--- src/rtl/serial_adder_pkg.sv ---
// Shared types and helpers for the bit-serial adder.
package serial_adder_pkg;

  localparam int DEF_WIDTH = 8;

  typedef enum logic [1:0] {
    IDLE  = 2'd0,
    SHIFT = 2'd1,
    DONE  = 2'd2
  } state_t;

  // Bit counter width; guarded so a degenerate width still yields a 1-bit counter.
  function automatic int cnt_width(input int w);
    return (w < 2) ? 1 : $clog2(w);
  endfunction

endpackage

--- src/rtl/serial_adder_fa.sv ---
// Single-bit full-adder cell used by the serial adder datapath.
module fa (
  input  logic a,
  input  logic b,
  input  logic c,
  output logic sum,
  output logic c2
);
  assign sum = a ^ b ^ c;
  assign c2  = (a & b) | (c & (a ^ b));
endmodule

--- src/rtl/serial_adder.sv ---
// LSB-first bit-serial adder: one full-adder cell, carry held in a flop between bits.
module serial_adder
  import serial_adder_pkg::*;
#(
  parameter int WIDTH = DEF_WIDTH
) (
  input  logic             clk,
  input  logic             rst_n,
  input  logic             in_valid,
  output logic             in_ready,
  input  logic [WIDTH-1:0] a,
  input  logic [WIDTH-1:0] b,
  input  logic             cin,
  output logic             out_valid,
  input  logic             out_ready,
  output logic [WIDTH-1:0] sum,
  output logic             cout
);
  localparam int CW = cnt_width(WIDTH);

  state_t           state_q, state_d;
  logic [WIDTH-1:0] a_sr_q, a_sr_d;
  logic [WIDTH-1:0] b_sr_q, b_sr_d;
  logic [WIDTH-1:0] sum_sr_q, sum_sr_d;
  logic             carry_q, carry_d;
  logic [CW-1:0]    cnt_q, cnt_d;
  logic             out_valid_q, out_valid_d;
  logic             fa_s, fa_c;

  fa u_fa (
    .a   (a_sr_q[0]),
    .b   (b_sr_q[0]),
    .c   (carry_q),
    .sum (fa_s),
    .c2  (fa_c)
  );

  always_comb begin
    state_d     = state_q;
    a_sr_d      = a_sr_q;
    b_sr_d      = b_sr_q;
    sum_sr_d    = sum_sr_q;
    carry_d     = carry_q;
    cnt_d       = cnt_q;
    out_valid_d = out_valid_q;
    case (state_q)
      IDLE: begin
        if (in_valid) begin
          a_sr_d  = a;
          b_sr_d  = b;
          carry_d = cin;
          cnt_d   = '0;
          state_d = SHIFT;
        end
      end
      SHIFT: begin
        sum_sr_d = {fa_s, sum_sr_q[WIDTH-1:1]};
        a_sr_d   = a_sr_q >> 1;
        b_sr_d   = b_sr_q >> 1;
        carry_d  = fa_c;
        // Hold the counter on the last bit so it never wraps.
        if (cnt_q == CW'(WIDTH - 1)) begin
          state_d     = DONE;
          out_valid_d = 1'b1;
        end else begin
          cnt_d = cnt_q + 1'b1;
        end
      end
      DONE: begin
        if (out_ready) begin
          state_d     = IDLE;
          out_valid_d = 1'b0;
        end
      end
      default: begin
        state_d     = IDLE;
        out_valid_d = 1'b0;
      end
    endcase
  end

  always_ff @(posedge clk or negedge rst_n) begin
    if (!rst_n) begin
      state_q     <= IDLE;
      a_sr_q      <= '0;
      b_sr_q      <= '0;
      sum_sr_q    <= '0;
      carry_q     <= 1'b0;
      cnt_q       <= '0;
      out_valid_q <= 1'b0;
    end else begin
      state_q     <= state_d;
      a_sr_q      <= a_sr_d;
      b_sr_q      <= b_sr_d;
      sum_sr_q    <= sum_sr_d;
      carry_q     <= carry_d;
      cnt_q       <= cnt_d;
      out_valid_q <= out_valid_d;
    end
  end

  assign in_ready  = (state_q == IDLE);
  assign out_valid = out_valid_q;
  assign sum       = sum_sr_q;
  assign cout      = carry_q;

endmodule

--- config.mk ---
export PLATFORM = sky130hd
export DESIGN_NAME = serial_adder
export DESIGN_NICKNAME = d
export VERILOG_FILES = /design/src/rtl/serial_adder_pkg.sv /design/src/rtl/serial_adder_fa.sv /design/src/rtl/serial_adder.sv
export SDC_FILE = /design/constraint.sdc
export NUM_CORES = 1
export LEC_CHECK = 0
export ABC_AREA = 1
export CORE_AREA = 2 2 57 59
export CTS_BUF_LIST = sky130_fd_sc_hd__clkbuf_16
export DETAILED_ROUTE_END_ITERATION = 8
export DIE_AREA = 0 0 59 61
export GPL_TIMING_DRIVEN = 0
export PLACE_DENSITY = 0.79
export SKIP_CTS_REPAIR_TIMING = 1
export SLEW_MARGIN = 10
export SYNTH_ARGS = -nofsm -noshare
export SYNTH_HDL_FRONTEND = slang
export SYNTH_SLANG_ARGS = --single-unit
--- constraint.sdc ---
create_clock -name clk -period 3.7 [get_ports clk]
set_clock_uncertainty 0.15 [all_clocks]
set_input_delay 0.74 -clock clk [delete_from_list [all_inputs] [get_ports clk]]
set_output_delay 0.74 -clock clk [all_outputs]
set_load 0.02 [all_outputs]
==> results of run 1 <==
[kinds of logic (layout without fill, tap and decap cells)]
family                   Yosys count  after routing
AND/OR/NAND/NOR                  129            129
flip-flops                        31             31
adder cells (fa/ha/maj)            3              3
buffers and inverters             18             56
AO/OA/AOI/OAI                      7              7
[layout by cell type (no fill, tap or decap)]
master | Yosys | layout
inv_2 | 2 | 2
nand4_1 | 3 | 3
buf_8 | 1 | 1
dfrtp_1 | 31 | 31
nand3_1 | 20 | 20
nand3b_1 | 1 | 1
clkinv_1 | 0 | 1
o21ai_4 | 1 | 1
nand2_1 | 99 | 99
fa_1 | 1 | 1
o21ai_0 | 6 | 6
clkinv_2 | 0 | 1
clkbuf_16 | 0 | 5
buf_4 | 1 | 1
buf_6 | 4 | 4
nand2_4 | 1 | 1
nor2_4 | 1 | 1
clkdlybuf4s50_1 | 0 | 30
buf_2 | 2 | 3
nand2_2 | 3 | 3
inv_1 | 8 | 8
ha_1 | 2 | 2
nor2_1 | 1 | 1
[synthesized netlist by cell type, types with 2 or more instances]
cell | n | area (um2)
buf_6 | 4 | 45.0
inv_2 | 2 | 7.51
dfrtp_1 | 31 | 776
inv_1 | 8 | 30.0
nand3_1 | 20 | 100
nand2_1 | 99 | 372
nand4_1 | 3 | 18.8
ha_1 | 2 | 25.0
o21ai_0 | 6 | 30.0
nand2_2 | 3 | 18.8
buf_2 | 2 | 10.0
[power groups by stage]
stage	logic [mW]	registers (mW)	clock network, mW
after global placement	0.778	0.583	0
final	0.797	0.584	0.374
after detailed placement	0.795	0.588	0
after CTS	0.804	0.585	0.382
after global routing	0.901	0.604	0.400
after floorplan	0.498	0.629	0
[flip-flops by register name (all words and copies together) (netlist names)]
register / flops
a_sr_q: 8
b_sr_q: 8
sum: 8
cnt_q: 3
state_q: 2
cout: 1
out_valid: 1
[routing by layer]
| metal | track usage, % | vias to the layer above | routed length [um] |
|---|---|---|---|
| met3 | 6.40 | 6 | 177 |
| met2 | 34.3 | 34 | 1400 |
| met4 | 7.79 | 0 | 51 |
| met1 | 27.1 | 592 | 1500 |
| li1 | - | 665 | - |
| met5 | 0 | - | 0 |
[path summary, 6_finish.rpt]
check	cells after the start	to	start	slack (ns)
setup / recovery	3	in_ready	state_q[0]	0.96
min in group asynchronous	1	cnt_q[0]	rst_n	0.36
setup reg to reg	5	a_sr_q[0]	state_q[0]	2.17
hold reg to reg	2	b_sr_q[5]	b_sr_q[5]	0.33
hold / removal	2	b_sr_q[5]	b_sr_q[5]	0.33
max in group asynchronous	1	sum[7]	rst_n	2.59
[per-stage QoR]
| stage | worst slack [ns] | hold slack [ns] | instance area [um2] | cells | util [%] |
|---|---|---|---|---|---|
| after detailed placement | 1.27 | 0.315 | 1870 | 252 | 63.4 |
| after global placement | 1.16 | 0.306 | 1880 | 252 | 63.6 |
| final | 0.963 | 0.327 | 2010 | 259 | 67.9 |
| after floorplan | 1.78 | 0.293 | 1530 | 188 | - |
| after CTS | 0.955 | 0.330 | 2010 | 259 | 67.9 |
| after global routing | 0.859 | 0.346 | 2010 | 259 | 67.9 |
[worst min-delay path: cells and delay by family, from the launching register on]
| kind | cells | cell delay [ns] |
|---|---|---|
| DFF | 1 | 0.34 |
| and+or+nand+nor | 2 | 0.10 |
[final cells by class]
class                           count  area [um2]  area share [%]
Inverter                           10        37.5            1.87
Multi-Input combinational cell    139         634            31.6
Clock buffer                        5         125            6.24
Buffer                              8        77.6            3.87
Timing Repair Buffer               31         305            15.2
Clock inverter                      2        8.76           0.437
Sequential cell                    31         776            38.7
Tap cell                           33        41.3            2.06
==> flow_summary.toml, run 1 <==
[cells_and_area]
drive_above_1_share_pct = 10.2
nets = 250
fill_cells = 257
n_antenna_cell = 0
area_growth_syn_to_layout_pct = 31.5

[placed_design]
place.gp.congestion = 0.810
io_buffers = 31
place_hpwl_um = 2050

[worst_setup_path]
cp_top_family = "buffers and inverters"
worst-path-max-fanout = 10
setup.worst_path.class = "reg2out"
cpPeakStageDelay_ns = 0.66
cp-end-kind = "primary output"
cp-start-kind = "flip-flop"
crit_chain = "buf_6 > nor2_1 > clkdlybuf4s50_1"
worstPathArrival_ns = 1.85
cp.required_ns = 2.81
slowest_stage = "clkdlybuf4s50_1"
critPathBufInv = 2

[floorplanning]
coreArea_um2 = 2950
die-area_um2 = 3600
die_x_um = 59
die_h_um = 61
rows = 20
start_util_pct = 51.7
io_pins = 32

[power_and_ir_drop]
power.total_mw = 1.76
pwr-share-seq_pct = 33.3
peakVddDrop_v = 0.000464
total_leakage_power_nw = 1.06
power_switching_mw = 0.684
combPwrFrac_pct = 45.4
intPower_mw = 1.07
powerDensity_nw_per_um2 = 875
p_sw_share_pct = 39.0
p_clk_share_pct = 21.3

[drt]
drt_iter0_drc = 64
vias = 1297
routed_wl_um = 3130
dr.pass1.iters = 4
ant_nets = 0
wire_per_inst_um = 12.1
viasPerCell = 5.01
drc = 0

[synth]
syn_area_per_cell_um2 = 8.11
synth-compound-area-share_pct = 3.04
syn_nets = 212
synth-xor-area-share_pct = 0
yosysUniqueCellTypes = 19
synthSimpleGateAreaFrac_pct = 35.6
synth_edf_count = 0
syn_inst = 188
synth_top_family_by_area = "simple AND/OR/NAND/NOR gates"
ys_warn_count = 0
seq_area_frac_synth_pct = 50.9
ys_ff_latch = 31
synthAdderAreaFrac_pct = 2.95
netlist_area_um2 = 1530
synth-main-ff-cell = "dfrtp_1"
ys_async_sr_fraction_pct = 100
synthMuxAreaShare_pct = 0

[sta]
setup_tns_ns = 0
finalCritPeriodShare_pct = 74.0
hold_viol_final = 0
rsz0062_at_grt = "no"
setup_viol = 0
period_needed_ns = 2.74
slew_violations = 0
relSlewSlack_pct = 53.5
max_freq_ghz = 0.365
worst_pin_slew_ns = 0.697

[clock_network]
cts_made_buffers = 5
cts_root_buf = "clkbuf_16"
clk_latency_ns = 0.27
h-tree-depth = 2
cts_tree = "yes"
clock-sinks = 31
clockBufferDepth = 2
clkSlewWorstSetupHoldPaths_ns = 0.05

[global_route]
globalRouteTotalUtil_pct = 21.2
first_global_vias = 1241
grt_first_pass_wirelength_um = 5590
overflow = 0
antenna_found_initial = 0
grt_max_degree = 32

[hold_path]
hp-class = "reg2reg"

[job]
max_cap_violations = 0

[outcome]
status = "complete, no violations"
Note: power is estimated with default switching activity, not from simulation.
==> run 2, diff against run 1 <==
--- a/config.mk
+++ b/config.mk
@@ -6,12 +6,12 @@
 export NUM_CORES = 1
 export LEC_CHECK = 0
 export ABC_AREA = 1
-export CORE_AREA = 2 2 57 59
+export CORE_AREA = 2 2 62 64
 export CTS_BUF_LIST = sky130_fd_sc_hd__clkbuf_16
 export DETAILED_ROUTE_END_ITERATION = 8
-export DIE_AREA = 0 0 59 61
+export DIE_AREA = 0 0 64 66
 export GPL_TIMING_DRIVEN = 0
-export PLACE_DENSITY = 0.79
+export PLACE_DENSITY = 0.71
 export SKIP_CTS_REPAIR_TIMING = 1
 export SLEW_MARGIN = 10
 export SYNTH_ARGS = -nofsm -noshare
==> constraint.sdc (replaced) <==
create_clock -name clk -period 2.3 [get_ports clk]
set_clock_uncertainty 0.15 [all_clocks]
set_input_delay 0.46 -clock clk [delete_from_list [all_inputs] [get_ports clk]]
set_output_delay 0.46 -clock clk [all_outputs]
set_load 0.02 [all_outputs]
==> flow_summary.toml, run 2 (synthesized netlist as in run 1, its figures left out) <==
[cells_and_area]
final_core_util_pct = 57.3
area_growth_syn_to_layout_pct = 33.3
drive_above_1_share_pct = 10.6
final_common_cell = "nand2_1"
mostFrequentLayoutCells = "nand2_1 (99), dfrtp_1 (31), clkdlybuf4s50_1 (29)"
nets = 250
n_antenna_cell = 0

[sta]
relSlewSlack_pct = 55.4
period_needed_ns = 1.98
worst_pin_slew_ns = 0.669
whs_ns = 0.0771
rsz0062_at_grt = "no"
finalCritPeriodShare_pct = 86.2
hold_viol_final = 0
worst_slack_ns = 0.317
setup_tns_ns = 0
slew_violations = 0
setup_viol = 0
max_freq_ghz = 0.504

[worst_setup_path]
cp_num_cells = 3
critPathBufInv = 2
slowest_stage = "dfrtp_1"
cpPeakStageDelay_ns = 0.46
cp.required_ns = 1.69
worst-path-max-fanout = 10
cp-end-kind = "primary output"
reg2reg_depth = 5
cp_top_family = "flip-flops"
cp-endpoint = "in_ready"
setup.worst_path.class = "reg2out"
worstPathArrival_ns = 1.37
crit_chain = "buf_6 > nor2_2 > dlymetal6s2s_1"
r2r-end = "a_sr_q[5]"
rrSetupSlack_ns = 0.80
cp-startpoint = "state_q[0]"
reg2reg_from = "state_q[0]"
cp-start-kind = "flip-flop"

[clock_network]
clk_latency_ns = 0.27
cts_root_buf = "clkbuf_16"
clockBufferDepth = 2
cts_tree = "yes"
h-tree-depth = 2
clkSlewWorstSetupHoldPaths_ns = 0.05
clock-sinks = 31
cts_made_buffers = 5

[hold_path]
hp-class = "in2async"

[drt]
dr.pass1.iters = 4
routed_wl_um = 2980
wire_per_inst_um = 10.8
drt_iter0_drc = 115
drc = 0
ant_nets = 0
viasPerCell = 4.59
vias = 1262

[global_route]
grt_first_pass_wirelength_um = 5320
grt_max_degree = 32
first_global_vias = 1161
overflow = 0
antenna_found_initial = 0
globalRouteTotalUtil_pct = 16.5

[power_and_ir_drop]
peakVddDrop_v = 0.000699
power.total_mw = 2.80
total_leakage_power_nw = 1.08
powerDensity_nw_per_um2 = 1380

[floorplanning]
die_h_um = 66
die-area_um2 = 4220
rows = 22
io_pins = 32
start_util_pct = 43.0
coreArea_um2 = 3550
die_x_um = 64

[outcome]
status = "complete, no violations"

[placed_design]
io_buffers = 31
place.gp.congestion = 0.751
place_hpwl_um = 2100
dp_slack_ns = 0.116

[job]
max_cap_violations = 0
-- run 2: changes by cell type in the layout (fill, tap and decap cells not counted) --
cell	change
clkdlybuf4s50_1	-1
inv_1	+2
clkinv_1	-1
nor2_1	-1
nor2_2	+1
dlymetal6s2s_1	+1
-- run 2: worst min-delay path by stage --
| stage | from | endpoint | cells past startpoint |
|---|---|---|---|
| after floorplan | rst_n | a_sr_q[0] | 0 |
| after global placement | b_sr_q[7] | b_sr_q[7] | 2 |
| after detailed placement | b_sr_q[1] | b_sr_q[1] | 2 |
| after CTS | rst_n | a_sr_q[7] | 1 |
| after global routing | rst_n | a_sr_q[6] | 1 |
| final | rst_n | a_sr_q[7] | 1 |
-- run 2: per-layer routing --
layer | share of wire, % | vias to the layer above | global-route usage, %
li1 | - | 665 | -
met1 | 47 | 567 | 22.5
met2 | 49 | 28 | 25.4
met3 | 3.4 | 2 | 3.24
met4 | 0.40 | 0 | 7.61
met5 | 0 | - | 0
-- run 2: cell type report --
type                       count  area [um2]
buffer                         8        77.6
clock buffer                   5         125
clock inverter                 3        12.5
fill                         333        1520
inverter                      10        37.5
multi-input combinational    139         637
sequential                    31         776
tap                           48        60.1
timing repair buffer          31         308
-- run 2: stage by stage --
stage                     instances  cell area (um2)
after floorplan                 188             1530
after global placement          267             1900
after detailed placement        267             1890
after CTS                       275             2030
after global routing            275             2030
final                           275             2030
-- run 2: worst reg2reg max path, stage by stage, from the launching register on --
cell     delay [ns]
dfrtp_1        0.46
o21ai_4        0.30
inv_1          0.18
buf_6          0.18
nand2_1        0.06
nand2_1        0.05
-- run 2: power breakdown --
part,leakage [nW],internal [mW],switching [mW],total [mW]
combinational,0.609,0.550,0.719,1.27
sequential,0.393,0.786,0.153,0.939
clock,0.0762,0.389,0.206,0.594
==> run 3, diff against run 2 <==
==> constraint.sdc (replaced) <==
create_clock -name clk -period 1.8 [get_ports clk]
set_clock_uncertainty 0.15 [all_clocks]
set_input_delay 0.36 -clock clk [delete_from_list [all_inputs] [get_ports clk]]
set_output_delay 0.36 -clock clk [all_outputs]
set_load 0.02 [all_outputs]
==> flow_summary.toml, run 3 (synthesized netlist as in run 1, its figures left out) <==
[outcome]
status = "finished with violations"
violations = "negative hold slack"

[drt]
routed_wl_um = 3000
drc = 0
viasPerCell = 4.55
drt_iter0_drc = 120
dr.pass1.iters = 4
wire_per_inst_um = 10.9
vias = 1252
ant_nets = 0

[global_route]
grt_first_pass_wirelength_um = 5320
globalRouteTotalUtil_pct = 16.5
antenna_found_initial = 0
grt_max_degree = 32
first_global_vias = 1161
overflow = 0

[placed_design]
io_buffers = 31
place_hpwl_um = 2100
place.gp.congestion = 0.751
dp_cells = 267
postPlaceCellArea_um2 = 1890
dp_slack_ns = -0.284

[clock_network]
cts_made_buffers = 5
clock-sinks = 31
h-tree-depth = 2
clk_latency_ns = 0.27
clockBufferDepth = 2
cts_tree = "yes"
clkSlewWorstSetupHoldPaths_ns = 0.05
cts_root_buf = "clkbuf_16"

[sta]
max_freq_ghz = 0.573
worst_slack_ns = 0.0544
setup_viol = 0
period_needed_ns = 1.75
hold_viol_final = 31
slew_violations = 0
whs_ns = -0.0227
relSlewSlack_pct = 55.3
rsz0062_at_grt = "no"
worst_pin_slew_ns = 0.671
setup_tns_ns = 0
finalCritPeriodShare_pct = 97.0

[power_and_ir_drop]
peakVddDrop_v = 0.000910
intPower_mw = 2.20
powerDensity_nw_per_um2 = 1760
p_clk_share_pct = 21.2
pwr-share-seq_pct = 33.5
combPwrFrac_pct = 45.2
power_switching_mw = 1.39
p_sw_share_pct = 38.7
power.total_mw = 3.59
total_leakage_power_nw = 1.08

[worst_setup_path]
r2r-end = "a_sr_q[5]"
reg2reg_depth = 5
setup.worst_path.class = "reg2out"
worstPathArrival_ns = 1.24
cp_num_cells = 1
rrSetupSlack_ns = 0.33
cp_top_family = "buffers and inverters"
worst-path-max-fanout = 3
slowest_stage = "clkdlybuf4s50_1"
cp-start-kind = "flip-flop"
cp.required_ns = 1.29
crit_chain = "clkdlybuf4s50_1"
reg2reg_from = "state_q[0]"
critPathBufInv = 1
cpPeakStageDelay_ns = 0.61
cp-end-kind = "primary output"

[floorplanning]
rows = 22
start_util_pct = 43.0
die_x_um = 64
die-area_um2 = 4220
die_h_um = 66
coreArea_um2 = 3550
io_pins = 32

[job]
max_cap_violations = 0

[cells_and_area]
area_growth_syn_to_layout_pct = 33.4
nets = 250
final_core_util_pct = 57.3
fin_cells = 275
final_common_cell = "nand2_1"
finish.instance_area_um2 = 2030
drive_above_1_share_pct = 11.5
mostFrequentLayoutCells = "nand2_1 (99), dfrtp_1 (30), clkdlybuf4s50_1 (28)"
n_antenna_cell = 0

[hold_path]
hp-class = "in2async"
-- run 3: cell count changes in the layout (fill, tap and decap cells not counted) --
cell,delta
nor2_2,-1
clkdlybuf4s50_1,-1
dfrtp_1,-1
clkbuf_2,+1
nor2_4,+1
dfrtp_2,+1
-- run 3: cell type report --
type	instances	area, um2
clock buffers	5	125
repair buffers	31	303
clock inverters	3	12.5
flip-flops and latches	31	777
fillers	331	1520
well taps	48	60.1
inverters	10	37.5
plain buffers	8	77.6
multi-input cells	139	642
-- run 3: layer usage --
metal | routed length, um | track usage, % | up-vias
li1 | - | - | 664
met1 | 1440 | 22.5 | 564
met2 | 1430 | 25.4 | 20
met3 | 85 | 3.24 | 4
met4 | 38 | 7.61 | 0
met5 | 0 | 0 | -
-- run 3: worst max path at each step --
stage,from,end,slack [ns]
after floorplan,state_q[0],cnt_q[0],0.23
after global placement,rst_n,b_sr_q[3],-0.38
after detailed placement,state_q[0],in_ready,-0.28
after CTS,state_q[0],in_ready,-0.58
after global routing,sum[1],sum[1],0.002
final,sum[6],sum[6],0.05
-- run 3: power by group through the flow --
stage / Sequential (mW) / Combinational [mW] / Clock [mW]
3_3_place_gp: 1.20 / 1.61 / 0
4_1_cts: 1.20 / 1.65 / 0.783
3_5_place_dp: 1.21 / 1.63 / 0
2_1_floorplan: 1.29 / 1.02 / 0
5_1_grt: 1.23 / 1.86 / 0.816
6_report: 1.20 / 1.62 / 0.762
